## config.mk

```make
export PLATFORM = sky130hd
export DESIGN_NAME = alarm_seg7_scan
export DESIGN_NICKNAME = d
export VERILOG_FILES = /design/src/rtl/alarm_seg7_scan.sv
export SDC_FILE = /design/constraint.sdc
export NUM_CORES = 1
export LEC_CHECK = 0
export BUFFER_PORTS_ARGS = -buffer_cell sky130_fd_sc_hd__buf_2
export CORE_ASPECT_RATIO = 1.25
export CORE_UTILIZATION = 60
export CTS_BUF_LIST = sky130_fd_sc_hd__clkbuf_8
export DETAILED_ROUTE_END_ITERATION = 16
export PLACE_DENSITY = 0.82
export SETUP_SLACK_MARGIN = 0.2
export SLEW_MARGIN = 20
export SYNTH_ARGS = -nofsm -noshare
export SYNTH_HDL_FRONTEND = slang
export SYNTH_SLANG_ARGS = --single-unit
```

## constraint.sdc

```tcl
create_clock -name clk -period 7.4 [get_ports clk]
set_clock_uncertainty 0.15 [all_clocks]
set_input_delay 1.11 -clock clk [delete_from_list [all_inputs] [get_ports clk]]
set_output_delay 1.11 -clock clk [all_outputs]
set_load 0.05 [all_outputs]
```

## src/rtl/alarm_seg7_scan.sv

```systemverilog
// Scans the current time (AN[3:0]) and alarm setpoint (AN[7:4]) onto an 8-digit multiplexed 7-segment display.
// Digits come from a per-frame snapshot, so a frame is never torn; alarm digits blink while ringing.
module alarm_seg7_scan #(
  parameter int SCAN_DIV  = 100000,
  parameter int GUARD     = 4,
  parameter int BLINK_DIV = 25000000,
  parameter int BLANK_LZ  = 1
) (
  input  logic       clk,
  input  logic       rst,
  input  logic       en,
  input  logic [3:0] hourdec_now,
  input  logic [3:0] hourone_now,
  input  logic [3:0] mindec_now,
  input  logic [3:0] minone_now,
  input  logic [3:0] hourdec_bud,
  input  logic [3:0] hourone_bud,
  input  logic [3:0] mindec_bud,
  input  logic [3:0] minone_bud,
  input  logic       bud_state,
  input  logic       sec_tick,
  output logic [6:0] seg,
  output logic       dp,
  output logic [7:0] an,
  output logic [2:0] slot
);

  localparam int SW = (SCAN_DIV > 1) ? $clog2(SCAN_DIV) : 1;
  localparam int BW = (BLINK_DIV > 1) ? $clog2(BLINK_DIV) : 1;
  localparam logic [SW-1:0] SCAN_LAST  = SW'(SCAN_DIV - 1);
  localparam logic [SW-1:0] GUARD_V    = SW'(GUARD);
  localparam logic [BW-1:0] BLINK_LAST = BW'(BLINK_DIV - 1);
  localparam logic [6:0]    SEG_OFF    = 7'h7F;

  logic [SW-1:0] scan_cnt_q, scan_cnt_d;
  logic [2:0]    slot_q, slot_d;
  logic [BW-1:0] blink_cnt_q, blink_cnt_d;
  logic          blink_on_q, blink_on_d;
  logic          colon_q, colon_d;
  logic [3:0]    shadow_q [8];
  logic [3:0]    shadow_d [8];
  logic [3:0]    digit_in [8];
  logic [7:0]    an_q, an_d;
  logic [6:0]    seg_q, seg_d;
  logic          dp_q, dp_d;

  logic          scan_wrap;
  logic          frame_wrap;
  logic          in_guard;
  logic [3:0]    cur_digit;
  logic          blank_lz;
  logic          blank_blink;

  function automatic logic [6:0] decode(input logic [3:0] d);
    case (d)
      4'd0:    decode = 7'b1000000;
      4'd1:    decode = 7'b1111001;
      4'd2:    decode = 7'b0100100;
      4'd3:    decode = 7'b0110000;
      4'd4:    decode = 7'b0011001;
      4'd5:    decode = 7'b0010010;
      4'd6:    decode = 7'b0000010;
      4'd7:    decode = 7'b1111000;
      4'd8:    decode = 7'b0000000;
      4'd9:    decode = 7'b0010000;
      default: decode = 7'b0111111;
    endcase
  endfunction

  // Slot order: minutes-ones first, alarm group in the upper four slots.
  always_comb begin
    digit_in[0] = minone_now;
    digit_in[1] = mindec_now;
    digit_in[2] = hourone_now;
    digit_in[3] = hourdec_now;
    digit_in[4] = minone_bud;
    digit_in[5] = mindec_bud;
    digit_in[6] = hourone_bud;
    digit_in[7] = hourdec_bud;
  end

  always_comb begin
    scan_wrap  = (scan_cnt_q == SCAN_LAST);
    frame_wrap = scan_wrap && (slot_q == 3'd7);
    scan_cnt_d = scan_wrap ? '0 : scan_cnt_q + 1'b1;
    slot_d     = scan_wrap ? slot_q + 3'd1 : slot_q;

    for (int i = 0; i < 8; i++) begin
      shadow_d[i] = frame_wrap ? digit_in[i] : shadow_q[i];
    end

    blink_cnt_d = blink_cnt_q;
    blink_on_d  = blink_on_q;
    if (!bud_state) begin
      blink_cnt_d = '0;
      blink_on_d  = 1'b1;
    end else if (blink_cnt_q == BLINK_LAST) begin
      blink_cnt_d = '0;
      blink_on_d  = ~blink_on_q;
    end else begin
      blink_cnt_d = blink_cnt_q + 1'b1;
    end

    colon_d = colon_q ^ sec_tick;
  end

  // Output stage: guard window and en=0 both force the display dark.
  always_comb begin
    in_guard    = (scan_cnt_q < GUARD_V);
    cur_digit   = shadow_q[slot_q];
    blank_lz    = (BLANK_LZ != 0) && (slot_q[1:0] == 2'b11) && (cur_digit == 4'd0);
    blank_blink = slot_q[2] && !blink_on_q;

    an_d  = 8'hFF;
    seg_d = SEG_OFF;
    dp_d  = 1'b1;
    if (en && !in_guard) begin
      an_d  = ~(8'b1 << slot_q);
      seg_d = (blank_lz || blank_blink) ? SEG_OFF : decode(cur_digit);
      dp_d  = (slot_q == 3'd2) ? ~colon_q : 1'b1;
    end
  end

  always_ff @(posedge clk or posedge rst) begin
    if (rst) begin
      scan_cnt_q  <= '0;
      slot_q      <= '0;
      blink_cnt_q <= '0;
      blink_on_q  <= 1'b1;
      colon_q     <= 1'b0;
      for (int i = 0; i < 8; i++) begin
        shadow_q[i] <= '0;
      end
      an_q  <= 8'hFF;
      seg_q <= SEG_OFF;
      dp_q  <= 1'b1;
    end else begin
      scan_cnt_q  <= scan_cnt_d;
      slot_q      <= slot_d;
      blink_cnt_q <= blink_cnt_d;
      blink_on_q  <= blink_on_d;
      colon_q     <= colon_d;
      for (int i = 0; i < 8; i++) begin
        shadow_q[i] <= shadow_d[i];
      end
      an_q  <= an_d;
      seg_q <= seg_d;
      dp_q  <= dp_d;
    end
  end

  assign an   = an_q;
  assign seg  = seg_q;
  assign dp   = dp_q;
  assign slot = slot_q;

endmodule

```

# Word level (Yosys, flattened, before mapping)

Memory sizes are Yosys's and may differ from the RTL's.
Index checks and enable logic that the tools add are counted.

Flip-flop bits (word level): 95
Memory bits (read-only): 112
Word-level logic and storage cells: 55
Memories: 1
Input bits: 37
Output and inout port bits: 19

Memories:

| name            | depth | width | read ports | clocked after memory_dff | wr ports | RTL line | RTL |
|---|---|---|---|---|---|---|---|
| (no name shown) | 16    | 7     | 1          | 0                        | 0        | 55       | `case (d)` |

Shift-type cells: 1
Reduce and logical (&&, ||, !) cells: 8
Add/sub/neg operators: 3
Multiplexer cells: 13
$lt $le $gt $ge: 2
Bitwise gates (word level): 5
Equality and inequality tests: 6

Operators with widths:

| kind                                                 | count |
|---|---|
| two-way mux 25 bit                                   | 2 |
| adder 25 x 1 -> 25 bit (second input constant)       | 1 |
| == test 25 bit (second input constant)               | 1 |
| adder 17 x 1 -> 17 bit (second input constant)       | 1 |
| == test 17 bit (second input constant)               | 1 |
| < comparator 17 x 3 -> 1 bit (second input constant) | 1 |
| two-way mux 17 bit                                   | 1 |
| two-way mux 7 bit                                    | 2 |
| binary-select mux 4 bit (select 3 bit)               | 1 |
| two-way mux 4 bit                                    | 2 |
| two-way mux 8 bit                                    | 1 |
| NOT 8 bit                                            | 1 |
| << shifter 1 x 3 -> 8 bit (first input constant)     | 1 |
| >= comparator 4 bit (second input constant)          | 1 |
| logical AND 1 bit                                    | 4 |
| logical NOT 4 bit                                    | 1 |
| two-way mux 1 bit                                    | 4 |
| NOT 3 -> 4 bit                                       | 1 |
| adder 3 x 1 -> 3 bit (second input constant)         | 1 |
| == test 3 x 2 -> 1 bit (second input constant)       | 1 |
| == test 3 bit (second input constant)                | 1 |
| == test 2 bit (second input constant)                | 1 |
| logical NOT 1 bit                                    | 2 |
| != test 2 x 1 -> 1 bit (second input constant)       | 1 |
| other kinds (3)                                      | 4 |

# Depth between registers and ports, before layout

Word-level depth: 9
Depth in mapped cells: 10
Depth with buffers taken out: 8

# Least setup slack after synthesis

No wires, ideal clock.

Kind: reg-to-reg
Start point: reg slot_q[0] (netlist: slot[0])
End point: reg seg_q[0] (netlist: seg[0])
Clock period less this slack: 2956 ps
Stages on the path, launching flop included: 9
Arrival: 2726 ps
Setup time: 81 ps
Required time: 7169 ps
Buffers on the path: 2
Slack: 4444 ps
Cells stage by stage: dfrtp_1 buf_4 buf_6 mux4_2 mux2i_1 ha_1 a21oi_1 mux2_2 a32oi_1

Cells in the longest elaborated chain, start to end: 9
Elaborated cells between the ends (all ways): 11
Classes of those cells: eq/ne: 1; mux: 5; bitwise: 1; reduce/logical: 3; memory: 1

Ends and longest elaborated chain:

| item                                                             | RTL line | RTL |
|---|---|---|
| start, declared                                                  | 36       | `logic [2:0] slot_q, slot_d;` |
| start signal, assigned                                           | 139      | `slot_q <= slot_d;` |
| branches (longest 7 deep; another with memory read (16 x 7 bit)) | n/a      |  |
| two-way mux 7 bit *                                              | 119      | `seg_d = (blank_lz \|\| blank_blink) ? SEG_OFF : decode(cur_digit);` |
| two-way mux 7 bit *                                              | 117      | `if (en && !in_guard) begin` |
| via seg_d[0]                                                     | 44       | `logic [6:0] seg_q, seg_d;` |
| end signal, assigned                                             | 147      | `seg_q <= seg_d;` |
| end, declared                                                    | 44       |  |

Mark *: on every way through the listed nets, which the timed path passes. The select of a mux whose other input is x is not followed.
A chain may end at the register's enable or synchronous reset.

# Worst setup path after layout

Start point: reg slot_q[0] (netlist: slot[0])
End point: reg seg_q[3] (netlist: seg[3])

The elaborated chain is that of the path after synthesis.

==> impl_metrics.csv <==
group,metric,value,unit
setup_path,path_cells,"mux4_2 -> mux2i_1 -> ha_1 -> a21oi_1 -> mux2_2 -> a32oi_1",
global_routing,gr-usage-met3,3.661,%
setup_path,r2r_start,"slot[0]",
setup_path,path_depth,6,
status,status,"finished, violations left",
routing,drc,1,
floorplan,die_w,82.02,um
global_routing,grt_max_degree,83,
clock_network,root_buffer,"clkbuf_8",
final_layout,fillers,561,
timing,slew_viol_final,0,
final_layout,diodes,0,
global_routing,grt_pass1_wl,14.41,mm
placement,dp_cells,535,
logic_synthesis,syn_area,4802,um2
status,violations,"design-rule violations",
pwr,power,0.9619,mW
global_routing,grt_use_met1,28.59,%
setup_path,startpoint_type,"flip-flop",
setup_path,cp_slowest_stage_delay,0.92,ns
placement,gp_congestion,0.8791,
timing,period_needed,3.135,ns
final_layout,seqCellArea,2399,um2
clock_network,post_cts_buffers,0,
final_layout,num-nets-final,502,
clock_network,numCtsBuffers,9,
global_routing,grt-ovfl-total,0,
routing,drt_iter0_drc,157,
timing,worst_pin_slew,0.9684,ns
timing,fmax,319.0,MHz
hold_path,hold_path_class,"flip-flop to flip-flop",
hold_path,min_path_cells,1,
logic_synthesis,synth_top_area_share,40.65,%
clock_network,clkSinkCount,95,
timing,fin_crit_sh,42.37,%
pwr,irDropWorstVdd,0.1232,mV
logic_synthesis,synth_top_area_cell,"dfrtp_1",
floorplan,initial_core_util,61.62,%
routing,vias,3218,
clock_network,htreeDepth,3,
logic_synthesis,yosys-top-cells-area,"dfrtp_1, mux2_4, dfstp_2",
logic_synthesis,syn_nets,447,
logic_synthesis,synth_cells,396,
clock_network,hold_buffers,0,
floorplan,num_io_pins,56,
final_layout,synthToLayoutAreaGrowth,10.21,%
routing,dr.pass1.iters,10,
timing,setup_tns,0,ns
setup_path,cpLargestDelayFamily,"multiplexers",
placement,io_buffer_count,55,
timing,fin_worst_hold_slack,0.3111,ns
clock_network,insertion_delay,0.35,ns
logic_synthesis,synth_edf_count,0,
timing,rsz0062_at_grt,"no",
routing,drt_wl_total,8.745,mm
setup_path,cp.arrival,3.26,ns
timing,relSlewSlack,35.44,%
final_layout,multi_input_area,2201,um2
final_layout,final_cells,551,
logic_synthesis,synthArstFlopShare,100.0,%
hold_path,min_from,"colon_q",
clock_network,cts_resized,0,
pwr,p_leak,2.377,nW
timing,setup_violations,0,
setup_path,slowest_stage,"dfrtp_1",
global_routing,grt_pass1_vias,3166,
logic_synthesis,synth_cell_types,47,
clock_network,cts.clk_slew.worst_paths,0.09,ns
clock_network,clock_path_buffers,2,
global_routing,use_met2,38.08,%
placement,place_hpwl,6.216,mm
setup_path,reg2reg_depth,6,
setup_path,crit_fanout,18,
routing,ant_nets,0,
routing,routed_via_density,5.840,
floorplan,die-area,8367,um2
logic_synthesis,seq_area_frac_synth,49.95,%
floorplan,fp.coreArea,7792,um2
hold_path,min_to,"dp",
routing,wire_per_inst,15.87,um
global_routing,grtUsageTotal,22.84,%
final_layout,drive_gt1_share,32.02,%
logic_synthesis,ys_ff_latch,95,
global_routing,antenna_found_initial,0,
setup_path,reg2reg_slack,4.26,ns
logic_synthesis,synthFlopType,"dfrtp_1",
global_routing,busiest_layer,"met2",
logic_synthesis,synth_warnings,0,
floorplan,die_height,102.0,um
setup_path,worstSetupEndpointType,"flip-flop",
setup_path,worstSetupPathType,"flip-flop to flip-flop",
run,max-cap-violations,0,
floorplan,rows,36,
clock_network,tritoncts,"yes",
logic_synthesis,avgSynthCellArea,12.13,um2
setup_path,r2r-end,"seg[3]",
pwr,p_per_area,181.7,nW/um2
setup_path,critPathRequiredTime,7.53,ns
timing,report.final.hold_viol_count,0,
setup_path,crit_buf_inv,0,
cell families after synthesis:
group | count (synthesis) | share of synthesized area (%)
adder cells (fa/ha/maj) | 14 | 3.648
XOR/XNOR | 24 | 4.377
AO/OA/AOI/OAI | 48 | 6.254
multiplexers | 56 | 17.12
buffers and inverters | 34 | 4.325
flip-flops | 95 | 49.95
AND/OR/NAND/NOR | 125 | 14.33
synth_stat cells (4+ instances only):
master and count:
nor2_1 24, mux2i_1 9, xor2_1 13, xnor2_1 11, or3_1 8, dfrtp_1 78
ha_1 14, nand2_1 24, nor3_1 7, inv_1 18, o31ai_1 10, or4_1 9
nand3_1 15, o21ai_0 11, mux2_2 9, and3_1 4, nand4_1 11, mux4_2 8
a21oi_1 18, dfstp_2 17, buf_2 4, mux2_4 30, and4_1 4
stage by stage:
step / cell area (um2) / worst slack [ns] / util (%)
after floorplan: 4802 / 3.691 / -
after global placement: 5092 / 4.417 / 65.35
after detailed placement: 5092 / 4.236 / 65.35
after CTS: 5293 / 4.252 / 67.92
after global routing: 5293 / 4.037 / 67.92
final: 5293 / 4.265 / 67.92
registers in the layout (all words and copies together), names as in the netlist:
signal	cells
blink_on_q	1
scan_cnt_q	17
slot	3
blink_cnt_q	25
seg	7
dp	1
colon_q	1
shadow_q	32
an	8
where the power goes:
group	internal (mW)	total, mW	leakage (nW)	switching, mW
combinational	0.0329	0.0743	1.10	0.0414
sequential	0.537	0.548	1.18	0.0104
clock	0.164	0.340	0.0997	0.176
how the worst max path moves through the flow:
stage	start	to	slack (ns)
2_1_floorplan	rst	blink_cnt_q[0]	3.69
3_3_place_gp	slot[0]	seg[0]	4.42
3_5_place_dp	slot[0]	seg[3]	4.24
4_1_cts	slot[0]	seg[3]	4.25
5_1_grt	slot[0]	seg[0]	4.04
6_report	slot[0]	seg[3]	4.26
metal layers:
metal	vias to the layer above	part of all wire (%)	routed length, um
li1	1535	-	-
met1	1593	43	3757
met2	69	51	4436
met3	21	3.5	310
met4	0	2.8	242
met5	-	0	0
cells in the final DEF, fill, tap and decap left out, types with 2 or more instances in the layout:
master and n:
buf_4 3, ha_1 14, dfstp_2 17, nand2b_1 2, and2_1 3, mux4_2 8, mux2i_1 9, and3_1 4
mux2_4 30, nor3_1 7, or4_1 9, a32oi_1 2, clkbuf_8 10, nor2b_1 2, mux2_2 9, dfrtp_1 78
xnor2_1 11, or4_4 2, nand2_1 24, o21ai_0 11, o32a_1 3, or3_1 8, a21oi_1 18, nand3_1 15
inv_1 18, xor2_1 13, nand4_1 11, clkinvlp_4 2, nor4_1 3, and4_1 4, nor2_1 24, buf_2 55
clkinv_2 2, o31ai_1 9
cell type report:
cell class	instances	area share [%]
sequential	95	45.32
multi-input combinational	267	41.58
timing repair buffer	58	5.626
clock buffer	10	2.600
tap	95	2.246
inverter	20	1.442
clock inverter	6	1.182
Note: power is estimated with default switching activity, not from simulation.
